[config.mk]
export PLATFORM = sky130hd
export DESIGN_NAME = genie_mux_pipe
export DESIGN_NICKNAME = d
export VERILOG_FILES = /design/src/rtl/genie_mux_pkg.sv /design/src/rtl/genie_pipe_stage.sv /design/src/rtl/genie_mux_pipe.sv
export SDC_FILE = /design/constraint.sdc
export NUM_CORES = 1
export LEC_CHECK = 0
export CAP_MARGIN = 15
export CORE_UTILIZATION = 32
export DETAILED_ROUTE_END_ITERATION = 10
export GPL_TIMING_DRIVEN = 0
export PLACE_DENSITY_LB_ADDON = 0.25
export REMOVE_ABC_BUFFERS = 1
export SLEW_MARGIN = 15
export SYNTH_ARGS = -nofsm -noshare
export SYNTH_HDL_FRONTEND = slang
export SYNTH_SLANG_ARGS = --single-unit
[constraint.sdc]
create_clock -name clk -period 3.1 [get_ports clk]
set_clock_uncertainty 0.2 [all_clocks]
set_input_delay 0.31 -clock clk [delete_from_list [all_inputs] [get_ports clk]]
set_output_delay 0.31 -clock clk [all_outputs]
set_load 0.03 [all_outputs]
[src/rtl/genie_mux_pkg.sv]
// Shared definitions for the genie mux family.
package genie_mux_pkg;

  // Ceiling log2. Returns 0 for v <= 1.
  function automatic int clog2(input int v);
    int r;
    r = 0;
    while ((1 << r) < v) r++;
    return r;
  endfunction

  // Beat template: generated code re-declares this with its own data width.
  localparam int MUX_BEAT_W = 8;

  typedef struct packed {
    logic                  err;
    logic [MUX_BEAT_W-1:0] data;
  } mux_beat_t;

endpackage

[src/rtl/genie_pipe_stage.sv]
// One elastic register slice: holds a single beat and passes ready upstream
// combinationally, so a full chain still moves one beat per cycle.
module genie_pipe_stage #(
  parameter int W = 9
) (
  input  logic         clk,
  input  logic         reset,
  input  logic         i_valid,
  output logic         o_ready,
  input  logic [W-1:0] i_data,
  output logic         o_valid,
  input  logic         i_ready,
  output logic [W-1:0] o_data
);

  logic         vld_p;
  logic [W-1:0] dat_p;
  logic         load;

  // The slot can take a new beat when it is empty or its beat is leaving.
  assign load    = !vld_p || i_ready;
  assign o_ready = load;
  assign o_valid = vld_p;
  assign o_data  = dat_p;

  // Capture the upstream beat; a bubble only clears valid and keeps the data.
  always_ff @(posedge clk or posedge reset) begin
    if (reset) begin
      vld_p <= 1'b0;
      dat_p <= '0;
    end else if (load) begin
      vld_p <= i_valid;
      if (i_valid) dat_p <= i_data;
    end
  end

endmodule

[src/rtl/genie_mux_pipe.sv]
// Pipelined N:1 word multiplexer with valid/ready on both sides. Out-of-range
// selects forward a zero word flagged with o_err.
module genie_mux_pipe
  import genie_mux_pkg::*;
#(
  parameter int WIDTH     = 8,
  parameter int SIZE      = 4,
  parameter int SEL_WIDTH = 2,
  parameter int PIPELINE  = 1
) (
  input  logic                  clk,
  input  logic                  reset,
  input  logic [WIDTH*SIZE-1:0] i_data,
  input  logic [SEL_WIDTH-1:0]  i_sel,
  input  logic                  i_valid,
  output logic                  o_ready,
  output logic [WIDTH-1:0]      o_data,
  output logic                  o_err,
  output logic                  o_valid,
  input  logic                  i_ready
);

  typedef struct packed {
    logic             err;
    logic [WIDTH-1:0] data;
  } beat_t;

  logic [SIZE-1:0] hot;
  beat_t           mux_beat;

  // One-hot decode of the select followed by an AND-OR mux; the extra
  // compare bit keeps SIZE itself representable so the range test never wraps.
  always_comb begin
    hot      = '0;
    mux_beat = '0;
    for (int k = 0; k < SIZE; k++) begin
      hot[k] = ({1'b0, i_sel} == (SEL_WIDTH+1)'(k));
    end
    mux_beat.err = ({1'b0, i_sel} >= (SEL_WIDTH+1)'(SIZE));
    for (int k = 0; k < SIZE; k++) begin
      mux_beat.data = mux_beat.data | (i_data[k*WIDTH +: WIDTH] & {WIDTH{hot[k]}});
    end
  end

  if (PIPELINE == 0) begin : g_comb
    // No state: the block is a plain combinational select.
    logic unused_clk_rst;
    assign unused_clk_rst = clk ^ reset;
    assign o_data  = mux_beat.data;
    assign o_err   = mux_beat.err;
    assign o_valid = i_valid;
    assign o_ready = i_ready;
  end else begin : g_pipe
    for (genvar s = 0; s < PIPELINE; s++) begin : g_stg
      logic             vld_in;
      logic [WIDTH:0]   dat_in;
      logic             rdy_up;
      logic             rdy_dn;
      logic             vld_p;
      logic [WIDTH:0]   dat_p;

      // ---- stage boundary: stage s takes from stage s-1 (or the mux) ----
      if (s == 0) begin : g_head
        assign vld_in = i_valid;
        assign dat_in = mux_beat;
      end else begin : g_body
        assign vld_in = g_stg[s-1].vld_p;
        assign dat_in = g_stg[s-1].dat_p;
      end

      if (s == PIPELINE-1) begin : g_tail
        assign rdy_dn = i_ready;
      end else begin : g_mid
        assign rdy_dn = g_stg[s+1].rdy_up;
      end

      genie_pipe_stage #(
        .W (WIDTH+1)
      ) u_stage (
        .clk     (clk),
        .reset   (reset),
        .i_valid (vld_in),
        .o_ready (rdy_up),
        .i_data  (dat_in),
        .o_valid (vld_p),
        .i_ready (rdy_dn),
        .o_data  (dat_p)
      );
    end

    assign o_ready = g_stg[0].rdy_up;
    assign o_valid = g_stg[PIPELINE-1].vld_p;
    assign o_err   = g_stg[PIPELINE-1].dat_p[WIDTH];
    assign o_data  = g_stg[PIPELINE-1].dat_p[WIDTH-1:0];
  end

endmodule
* Word-level counts from Yosys, hierarchy flattened
Index checks and enable logic that the tools add are counted.
Storage, ports and cells: bits in read-only memories 0, register bits after elaboration 9, bits in writable memories 0, memories kept 0, input port bits 38, bits in latches 0, logic and storage cells 16
Operators by class: equal/unequal tests 3, shift-type cells 0, reduce and logical (&&, ||, !) cells 4, div/mod/pow operators 0, bitwise gates (word level) 7, multiplexer cells 0, $lt $le $gt $ge 0, multiply operators 0, $add $sub $neg 0
Operator list (count):
- AND 8 bit | 4
- OR 8 bit | 3
- == test 2 bit, second input constant | 2
- == test 2 x 1 -> 1 bit, second input constant | 1
- zero test 2 bit | 1
- AND reduction 2 bit | 1
- zero test 1 bit | 1
- logical OR 1 bit | 1

* Longest topological paths before layout
depth in word-level cells 5, mapped depth 3, mapped depth without buffers 3

* Hierarchy
Synthesis repeated with hierarchy kept, for this count alone.
Unflattened totals: cell total of the unflattened synthesis 34, area, all modules 635.6 sq um
Modules (own cells, without submodules):
- genie_pipe_stage | sequential area each 250.2 sq um, instances 1, area each 429.2 sq um, cells an instance 23
- genie_mux_pipe | sequential area each 0.0 sq um, instances 1, area each 206.4 sq um, cells an instance 11

* Least setup slack after synthesis
OpenSTA, ideal clock, no wires.
kind register to register, start register g_pipe.g_stg[0].u_stage.vld_p, end register g_pipe.g_stg[0].u_stage.dat_p[0], arrival time 1438 ps, stages on the path, launching flop included 4, library setup time 125 ps, required time 2775 ps, setup slack 1337 ps, clock period less this slack 1763 ps, path through dfrtp_1 nand2b_1 nand2_1 mux2_2
On the way: longest elaborated chain between the ends 3
Ends and longest elaborated chain:
- from (decl) | line genie_pipe_stage.sv:16 | logic vld_p;
- from (signal assigned) | line genie_pipe_stage.sv:32 | vld_p <= i_valid;
- zero test 1 bit | line genie_pipe_stage.sv:21 | assign load = !vld_p || i_ready;
- logical OR 1 bit | line genie_pipe_stage.sv:21
- named net o_ready | line genie_mux_pipe.sv:16 | output logic o_ready,
- AND reduction 2 bit (no line)
- to (signal assigned) | line genie_pipe_stage.sv:33 | if (i_valid) dat_p <= i_data;
- to (decl) | line genie_pipe_stage.sv:17 | logic [W-1:0] dat_p;
The timed path passes the listed nets, and every way through them passes these cells. A chain may end at the register's enable or synchronous reset.

* Final worst setup path
start input i_ready, end output o_ready
On the way: longest elaborated chain between the ends 1
Ends and longest elaborated chain:
- from (decl) | line genie_mux_pipe.sv:20 | input logic i_ready
- logical OR 1 bit | line genie_pipe_stage.sv:21
- to (decl) | line genie_mux_pipe.sv:16
No other way between the ends.

==> results.md <==
* Core area at roughly 0.0016 mm2
* Critical path class: input pin to primary output
* Number of global-route vias before repair at approximately 500
* GPL Wtd Cong at 0.634
* Async S/R FF share, synth at 1.00
* Sink Count at 9
* Yosys top cell area share at 0.410
* CTS resizes at 0
* Final Setup Violations at 0
* Total Power at around 430 uW
* Largest cells by area after synthesis: dfrtp_1, mux4_2, mux2_2
* Warnings, synthesis at 0
* Critical Path Start: i_ready
* Row count at 14
* Avg Cell Area, Syn at 16.6 um2
* Worst Path Max Fanout at 3
* Synth-to-layout area growth at 88.6%
* Setup ws final at around 1000 ps
* Setup_tns at 0 ps
* Global-route wire length before repair at around 2.0 mm
* Critical R2R Launch: g_pipe.g_stg[0].u_stage.o_valid
* Critical path capture point type: primary output
* Post-CTS Hold Buffers at 0
* GRT Resource Usage Total at 0.150
* Vias post-DR at just under 500
* Multi-input logic area at roughly 290 um2
* CP Data Required Time at around 2600 ps
* Pins Over Slew Limit at 0
* Fill cell count at 115
* Chip width at 43.4 um
* ANT nets after route at 0
* Synth cell count leaders: dfrtp_1, mux2_2, mux4_2
* Reg area at 225 um2
* Clock transition at path regs at about 60 ps
* Failing checks: DRC
* Final worst path period need at 2090 ps
* Mapped Area at around 550 um2
* Largest net degree at the start of global routing at 10
* Remaining DRCs at 2
* Buffer count from post-CTS setup fixing at 0
* Clk buf depth at 2
* Drt pass-1 iters at 6
* Number of port buffers at 47
* DRT iter0 DRCs at 7
* Ports at roughly 50
* Clk Latency, worst-skew pair at about 250 ps
* Diodes inserted at 0
* Post-synth EDFFs at 0
* PwrDens at a little over 400 mW/mm2
* Synth cell types at 9
* Synthesized instance count at 33
* Flops & latches, synth at 9
* Initial antenna violation count at 0
* # nets final at 120
* Most frequent cell after synthesis: dfrtp_1
* Worst ir drop on vdd at between 0.2 and 0.25 mV
* Hold Crit Class: input pin to async pin
* Pre-CTS setup slack at 816 ps
* Grt total ovfl at 0
* Period utilisation layout at 0.673
* RSZ-0062 raised after global routing: false
* Final hold violation count at 0
* Status: finished with violations
* CTS Buf Count at 3
* Die height at about 43 um
* Ys flop type: dfrtp_1
* Die ar. at around 0.0019 mm2
* CTS tree: yes
* Initial Util at 0.352
* Leak at around 0.40 nW
* Layout cells sized above 1 at 0.235
* Vias/cell at roughly 5.1
* Sequential share of the synthesized area at 0.410
* Max cap viols at 0
* Crit start category: input pin
* CTS root buffer: clkbuf_4
* H-tree depth at 1
* Critical Path AT at approximately 1600 ps
* Routed WL at around 1.3 mm
* Synth area leader: dfrtp_1
* WL per Instance at about 13 um
* FMAX at around 480 MHz
kinds of logic after synthesis:
logic type | Yosys count | synth area share
buffers and inverters | 4 | 0.0615
flip-flops | 9 | 0.410
multiplexers | 16 | 0.492
other | 1 | 0.00683
AND/OR/NAND/NOR | 3 | 0.0296
final timing paths:
check                                                    endpoint  slack, ps  depth (start not counted)
worst max-delay path                                      o_ready       1010                          3
worst min-delay path            g_pipe.g_stg[0].u_stage.o_data[3]        110                          2
worst max register to register  g_pipe.g_stg[0].u_stage.o_data[3]       1700                          3
worst min register to register  g_pipe.g_stg[0].u_stage.o_data[6]        300                          1
max in group asynchronous       g_pipe.g_stg[0].u_stage.o_data[6]       2340                          2
min in group clk                g_pipe.g_stg[0].u_stage.o_data[6]        300                          1
per-layer routing:
| layer | wire length (um) | track usage | share of wire | vias to the layer above |
|---|---|---|---|---|
| met1 | 496 | 0.188 | 0.39 | 229 |
| met3 | 137 | 0.0292 | 0.11 | 4 |
| li1 | - | - | - | 223 |
| met5 | 0 | 0 | 0 | - |
| met4 | 36 | 0.113 | 0.029 | 0 |
| met2 | 591 | 0.230 | 0.47 | 37 |
worst max-delay path: stages:
cell and delay (ps):
clkdlybuf4s50_1 440, nand2b_1 140, clkdlybuf4s50_1 680
state kept, by name, indices dropped and copies added, names as in the netlist:
name	cells
g_pipe.g_stg.u_stage.o_data	8
g_pipe.g_stg.u_stage.o_valid	1
power breakdown:
part	internal, mW	switching (mW)	total, mW
logic	0.111	0.0798	0.191
clock network	0.0493	0.0370	0.0863
registers	0.139	0.0104	0.149
per-stage QoR:
step                instance area (um2)  utilization  hold WS (ps)  instances
floorplan                           519            -         -62.1         30
detailed placement                 1010        0.648           293         93
global placement                   1010        0.648           288         93
finish                             1040        0.665           114         97
global route                       1040        0.665           149         97
CTS                                1040        0.665           122         97
area by class of cell:
cell class | count | area share
timing repair buffer | 47 | 0.454
multi-input combinational | 20 | 0.280
sequential | 9 | 0.217
clock buffer | 4 | 0.0254
tap | 16 | 0.0193
inverter | 1 | 0.00362
layout by cell type (no fill, tap or decap):
cell type | synthesis | routed
clkbuf_1 | 0 | 1
clkbuf_4 | 0 | 3
clkdlybuf4s50_1 | 0 | 47
conb_1 | 1 | 1
dfrtp_1 | 9 | 9
inv_1 | 1 | 1
mux2_2 | 8 | 8
mux4_2 | 8 | 8
nand2_1 | 1 | 1
nand2b_1 | 2 | 2
(Power assumes the default switching activity.)
